===== config.mk =====
export PLATFORM = sky130hd
export DESIGN_NAME = minmax_seq
export DESIGN_NICKNAME = d
export VERILOG_FILES = /design/src/rtl/minmax_seq.sv
export SDC_FILE = /design/constraint.sdc
export NUM_CORES = 1
export LEC_CHECK = 0
export BUFFER_PORTS_ARGS = -buffer_cell sky130_fd_sc_hd__clkbuf_2
export CAP_MARGIN = 20
export CORE_MARGIN = 2
export CORE_UTILIZATION = 50
export CTS_BUF_LIST = sky130_fd_sc_hd__clkbuf_2 sky130_fd_sc_hd__clkbuf_4 sky130_fd_sc_hd__clkbuf_8
export DETAILED_ROUTE_END_ITERATION = 6
export PLACE_DENSITY_LB_ADDON = 0.25
export SYNTH_ARGS = -nofsm -noshare
export SYNTH_HDL_FRONTEND = slang
export SYNTH_SLANG_ARGS = --single-unit
export TNS_END_PERCENT = 20

===== constraint.sdc =====
create_clock -name clk -period 5 [get_ports clk]
set_input_delay 1.25 -clock clk [delete_from_list [all_inputs] [get_ports clk]]
set_output_delay 1.25 -clock clk [all_outputs]
set_load 0.005 [all_outputs]

===== src/rtl/minmax_seq.sv =====
// ============================================================================
// Module   : minmax_seq
// Brief    : Serial min/max search over an NI-word frame using one shared
//            two-input comparator; returns the winning value and its index.
// Revision : 1.0  initial release
// ============================================================================
`default_nettype none

module minmax_seq #(
   parameter int W    = 6,
   parameter int NI   = 7,
   parameter int IDXW = (NI > 1) ? $clog2(NI) : 1
) (
   input  logic            clk,
   input  logic            rst_n,
   input  logic            flush,
   input  logic            cfg_us_sel,
   input  logic            cfg_min_max_sel,
   input  logic            in_valid,
   output logic            in_ready,
   input  logic [W-1:0]    in_data,
   output logic            out_valid,
   input  logic            out_ready,
   output logic [W-1:0]    out_result,
   output logic [IDXW-1:0] out_index,
   output logic            busy
);

   localparam int CNTW = IDXW + 1;

   typedef enum logic [1:0] {
      IDLE = 2'd0,
      ACC  = 2'd1,
      DONE = 2'd2
   } state_t;

   state_t            state_q, state_d;
   logic [W-1:0]      best_q, best_d;
   logic [IDXW-1:0]   best_idx_q, best_idx_d;
   logic [CNTW-1:0]   cnt_q, cnt_d;
   logic              us_q, us_d;
   logic              mm_q, mm_d;
   logic              accept;

   // True when a is strictly better than b; ties keep the incumbent.
   function automatic logic minmax2(
      input logic [W-1:0] a,
      input logic [W-1:0] b,
      input logic         signed_cmp,
      input logic         find_max
   );
      logic lt, gt;
      if (signed_cmp) begin
         lt = $signed(a) < $signed(b);
         gt = $signed(a) > $signed(b);
      end else begin
         lt = a < b;
         gt = a > b;
      end
      return find_max ? gt : lt;
   endfunction

   assign in_ready   = ((state_q == IDLE) || (state_q == ACC)) && !flush;
   assign accept     = in_valid && in_ready;
   assign out_valid  = (state_q == DONE);
   assign busy       = (state_q != IDLE);
   assign out_result = best_q;
   assign out_index  = best_idx_q;

   always_comb begin
      state_d    = state_q;
      best_d     = best_q;
      best_idx_d = best_idx_q;
      cnt_d      = cnt_q;
      us_d       = us_q;
      mm_d       = mm_q;
      if (flush) begin
         state_d = IDLE;
      end else begin
         case (state_q)
            IDLE: begin
               if (accept) begin
                  us_d       = cfg_us_sel;
                  mm_d       = cfg_min_max_sel;
                  best_d     = in_data;
                  best_idx_d = '0;
                  cnt_d      = CNTW'(1);
                  state_d    = (NI == 1) ? DONE : ACC;
               end
            end
            ACC: begin
               if (accept) begin
                  if (minmax2(in_data, best_q, us_q, mm_q)) begin
                     best_d     = in_data;
                     best_idx_d = cnt_q[IDXW-1:0];
                  end
                  cnt_d = cnt_q + CNTW'(1);
                  if (cnt_q == CNTW'(NI - 1)) begin
                     state_d = DONE;
                  end
               end
            end
            DONE: begin
               if (out_ready) begin
                  state_d = IDLE;
               end
            end
            default: state_d = IDLE;
         endcase
      end
   end

   always_ff @(posedge clk or negedge rst_n) begin
      if (!rst_n) begin
         state_q    <= IDLE;
         best_q     <= '0;
         best_idx_q <= '0;
         cnt_q      <= '0;
         us_q       <= 1'b0;
         mm_q       <= 1'b0;
      end else begin
         state_q    <= state_d;
         best_q     <= best_d;
         best_idx_q <= best_idx_d;
         cnt_q      <= cnt_d;
         us_q       <= us_d;
         mm_q       <= mm_d;
      end
   end

endmodule

`default_nettype wire


# ---- Word level (Yosys, flattened, before mapping)
# Cells that the tools add are included.
dict set report word_totals {
  mem_bits_rw 0
  romBits 0
  out_inout_bits 12
  latch_bits 0
  register_bits 17
  word_cells 59
  n_memories 0
}
dict set report op_classes {
  bitwise 1
  shift 0
  order_cmp 4
  add_sub_neg 1
  n_mul 0
  n_reduce_logical 11
  eq_ne 10
  n_div 0
  n_mux 26
}
# operator count
set ops {}
lappend ops {{6-bit two-way mux} 3}
lappend ops {{6-bit greater-than comparator} 2}
lappend ops {{6-bit less-than comparator} 2}
lappend ops {{6-bit case mux with 2 select lines} 1}
lappend ops {{2-bit two-way mux} 5}
lappend ops {{1-bit two-way mux} 9}
lappend ops {{3-bit two-way mux} 3}
lappend ops {{4-bit two-way mux} 2}
lappend ops {{4-bit case mux with 2 select lines} 1}
lappend ops {{4-bit AND reduction} 2}
lappend ops {{3-bit by 2-bit inequality test with 1-bit output, second input constant} 2}
lappend ops {{3-bit inequality test, second input constant} 2}
lappend ops {{2-bit case mux with 3 select lines} 1}
lappend ops {{3-bit case mux with 2 select lines} 1}
lappend ops {{5-bit AND reduction} 1}
lappend ops {{4-bit by 1-bit adder with 4-bit output, second input constant} 1}
lappend ops {{4-bit by 3-bit == test with 1-bit output, second input constant} 1}
lappend ops {{2-bit inequality test, second input constant} 2}
lappend ops {{2-bit nonzero test} 2}
lappend ops {{3-bit AND reduction} 1}
lappend ops {{2-bit by 1-bit == test with 1-bit output, second input constant} 1}
lappend ops {{2-bit == test, second input constant} 1}
lappend ops {{1-bit logical AND} 2}
lappend ops {{2-bit zero test} 1}
lappend ops {{other kinds (4)} 4}

# ---- Logic depth before layout (Yosys ltp)
dict set report depth {
  depth_word 11
  mapped_depth 9
  depth_no_buf 7
}

# ---- Least setup slack after synthesis
# OpenSTA, ideal clock, no wires.
dict set report synth_path {
  path_kind {input -> register}
  from {input in_data[5]}
  to {register best_idx_q[2] (netlist: out_index[2])}
  arrival_ps 2723
  path_slack_ps 2154
  n_path_buf 2
  stages 7
  path_cell_list {ha_1 -> a21o_2 -> or4_4 -> buf_6 -> buf_8 -> a22oi_4 -> nand3_2}
}
dict set report synth_between {
  elab_chain_cells 8
  word_cells_on_any_way 15
  cone_classes {order compare: 4; eq/ne: 1; mux: 9; reduce/logical: 1}
}
# element line
set synth_rtl {}
lappend synth_rtl {{start: declaration} 21} ;# input logic [W-1:0] in_data,
lappend synth_rtl {{6-bit less-than comparator (tied with other cells)} 57} ;# lt = a < b;
lappend synth_rtl {{1-bit two-way mux} 53} ;# if (signed_cmp) begin
lappend synth_rtl {{1-bit two-way mux} 92} ;# if (accept) begin
lappend synth_rtl {{1-bit two-way mux} 80} ;# case (state_q)
lappend synth_rtl {{1-bit two-way mux} 77} ;# if (flush) begin
lappend synth_rtl {{1-bit two-way mux *} 60} ;# return find_max ? gt : lt;
lappend synth_rtl {{2-bit by 1-bit inequality test with 1-bit output (no line) *} n/a}
lappend synth_rtl {{5-bit AND reduction (no line) *} n/a}
lappend synth_rtl {{end signal: assignment} 124} ;# best_idx_q <= best_idx_d;
lappend synth_rtl {{end: declaration} 39} ;# logic [IDXW-1:0] best_idx_q, best_idx_d;
# Every way passes the cells marked *; elsewhere a longest branch is shown, timed or not. The select of a mux whose other input is x is not followed.
# A chain may end at the register's enable or synchronous reset.

# ---- Worst setup path after layout
dict set report layout_path {
  from {input in_data[5]}
  to {register best_q[5] (netlist: out_result[5])}
}
dict set report layout_between {
  elab_chain_cells 8
  word_cells_on_any_way 19
  cone_classes {order compare: 4; eq/ne: 1; mux: 13; reduce/logical: 1}
}
# element line
set layout_rtl {}
lappend layout_rtl {{6-bit less-than comparator (tied with other cells)} 57}
lappend layout_rtl {{1-bit two-way mux} 53}
lappend layout_rtl {{1-bit two-way mux} 92}
lappend layout_rtl {{1-bit two-way mux} 80}
lappend layout_rtl {{1-bit two-way mux} 77}
lappend layout_rtl {{1-bit two-way mux} 60}
lappend layout_rtl {{2-bit by 1-bit inequality test with 1-bit output (no line)} n/a}
lappend layout_rtl {{5-bit AND reduction (no line)} n/a}
lappend layout_rtl {{end signal: assignment} 123} ;# best_q <= best_d;
lappend layout_rtl {{end: declaration} 38} ;# logic [W-1:0] best_q, best_d;
# Parallel ways exist; a longest one is shown, timed or not. The select of a mux whose other input is x is not followed.

==> metrics <==
Synth Area in XOR/XNOR 0; Buf/Inv on CP 1; GRT Total Usage 0.2279; Post-CTS Hold Fix Bufs 0; Power Density 487.2 nW/µm²; IO Port Bufs 24; met2 WL 1656 µm; Final Setup Violations 0; post-route clock period utilization 0.5711; largest net degree at the start of global routing 19; routed length per instance 16.90 µm; first-pass GRT wire length 5727 µm; metal3 WL 152 µm; Unique masters post-synth 40; Max Used Layer met4; die area 3113 µm²; DR iter-0 viols 98; Clock Sinks 17; core box area 2500 µm²; Num CTS Buffers 3; post-synthesis compound-gate area fraction 0.2006; Vias/cell 6.429; Net Count, Synth 169; post-synthesis mux area share 0.05690; MaxCap Viol Count 0; Die Wd 55.80 µm; final hold viol count 0; buffer count from post-CTS setup fixing 0; CTS tree yes; Setup Skew 0.002215 ns; RSZ-0062 raised after global routing no; register area share after synthesis 0.3172; Setup Crit Path Kind input port to flip-flop; antenna violations before repair 0; Final #Nets 190; Syn-to-layout area delta 10.35%; Cell Area, Synth 1341 µm²; Post-Syn Instances 148; starting density of the core 0.5365; post-synthesis adder-cell area fraction 0.07463; Routed WL 3346 µm; slew margin rel. 0.5977; Leakage Power 0.7186 nW; layout cells sized above 1 0.2679; status complete, no violations; minimum clock period 2.856 ns; Diodes inserted 0; vias 1,273; peak supply drop 264.4 µV; Die Y 55.80 µm; clock root buffer master clkbuf_4; antenna-violating nets left 0; Ys Warns 0; row count 18; Detailed Routing Iterations Pass 1 4; CP delay by family, top simple AND/OR/NAND/NOR gates; ordered cell list for the critical path clkbuf_2 > ha_1 > nand4_1 > a21oi_2 > or4_4 > a41oi_1 > nand3_1; Crit path arrival time 3.04 ns; final routed DRC violation total 0; wl on met1 1503 µm; CP required 5.19 ns; WHS 0.5282 ns; main combinational cell family by area after synthesis simple AND/OR/NAND/NOR gates; worst-path fanout max 18; Fillers 224; Slew Limit Fails 0; Seq cells post-synth 17; Clock Latency Late Sink 0.30 ns; Syn Area/Cell 9.063 µm²; vias in the first global route 1,271; Total Power 0.0007211 W; GPL Wtd Cong 0.9407; CP max stage delay 0.66 ns; CP max stage cell or4_4; Hold Path Class flip-flop to flip-flop; clk slew on worst S/H paths 0.11 ns; setup_tns 0 ns; H-tree depth 1; GRT Residual Overflow 0; Synth Area in Simple Gates 0.2771; DP HPWL 2338 µm; Worst setup SP type input port; crit path capture type flip-flop; post_cts resized 0; IO Count 25; Clock Tree Buf Depth 2; fmax 0.3502 GHz; Worst-Margin Slew 0.5969 ns
cells in the final DEF, fill, tap and decap left out, types with 2 or more instances in the layout:
cell type,Yosys,routed
ha_1,8,8
nand2_1,5,5
nor2_1,11,11
a32oi_1,7,7
mux2i_1,2,2
clkbuf_2,1,24
o31ai_1,2,2
nand4_1,10,10
mux2_2,5,5
a21oi_1,2,2
clkbuf_4,0,3
nor2b_1,2,2
buf_4,0,2
and2_1,2,2
a41oi_1,5,5
dfrtp_1,17,17
a22o_1,2,2
nor3_1,4,4
o21ai_0,3,3
and3_1,10,10
nand2b_1,2,2
inv_1,10,10
or2_2,2,2
a22oi_1,2,2
nand3b_1,2,2
nand3_1,12,12
cell type report:
cell class | instances | area, µm² | share of cell area
clock buffer | 3 | 22.52 | 0.01522
clock inverter | 1 | 5.005 | 0.003381
sequential | 17 | 425.4 | 0.2874
timing repair buffer | 26 | 135.1 | 0.09129
multi-input combinational | 111 | 817.0 | 0.5520
tap | 30 | 37.54 | 0.02536
inverter | 10 | 37.54 | 0.02536
registers in the layout (all words and copies together) (netlist names):
name and flops:
cnt_q 4, out_result 6, state_q 2, mm_q 1, out_index 3, us_q 1
layer usage:
layer  track usage  up-vias
li1              -      607
met1        0.2994      616
met2        0.3759       46
met3       0.03256        4
met4       0.09059        0
met5             0        -
cells in the mapped netlist, drive strengths merged:
cell | n | area (µm²)
dfrtp | 17 | 425.4
nand3 | 13 | 70.07
nor2 | 11 | 41.29
and3 | 10 | 62.56
inv | 10 | 37.54
nand4 | 10 | 62.56
ha | 8 | 100.1
a32oi | 7 | 61.31
buf | 6 | 45.03
a41oi | 5 | 43.79
mux2 | 5 | 56.30
nand2 | 5 | 18.77
clkbuf | 4 | 16.26
nor3 | 4 | 20.02
a21oi | 3 | 18.77
a22oi | 3 | 36.28
o21ai | 3 | 15.01
a22o | 2 | 17.52
and2 | 2 | 12.51
mux2i | 2 | 20.02
nand2b | 2 | 12.51
nand3b | 2 | 15.01
nor2b | 2 | 12.51
o31ai | 2 | 15.01
or2 | 2 | 12.51
a21o | 1 | 8.760
nand4bb | 1 | 11.26
o21a | 1 | 7.510
o21bai | 1 | 18.77
o31a | 1 | 10.01
o41ai | 1 | 16.27
or3b | 1 | 8.760
or4 | 1 | 11.26
where the power goes:
| part | total [W] | internal [W] | leakage [nW] | switching, W |
|---|---|---|---|---|
| registers | 0.000250 | 0.000188 | 0.208 | 0.0000622 |
| logic | 0.000390 | 0.000169 | 0.493 | 0.000221 |
| clock network | 0.0000807 | 0.0000299 | 0.0177 | 0.0000508 |
| total | 0.000721 | 0.000387 | 0.719 | 0.000335 |
logic make-up (layout without fill, tap and decap cells):
family	Yosys count	after routing
adder cells (fa/ha/maj)	8	8
AO/OA/AOI/OAI	30	30
buffers and inverters	20	40
AND/OR/NAND/NOR	66	66
flip-flops	17	17
multiplexers	7	7
metrics by stage:
step           instance area [µm²]  setup slack [ns]  std cells  utilization
2_1_floorplan                 1341             2.154        148            -
3_3_place_gp                  1453             1.964        194       0.5811
3_5_place_dp                  1453             1.906        194       0.5811
4_1_cts                       1480             2.159        198       0.5921
5_1_grt                       1480             2.006        198       0.5921
6_report                      1480             2.144        198       0.5921
path summary, 6_finish.rpt:
check,startpoint,endpoint,cells after the start,slack (ns)
max,in_data[5],out_result[5],7,2.14
min,cnt_q[3],cnt_q[3],1,0.53
max reg2reg,out_result[3],out_result[5],7,2.70
min reg2reg,cnt_q[3],cnt_q[3],1,0.53
max in group asynchronous,rst_n,cnt_q[1],1,3.82
min in group asynchronous,rst_n,out_result[3],1,0.86
Power figures use the tool's default switching activity.
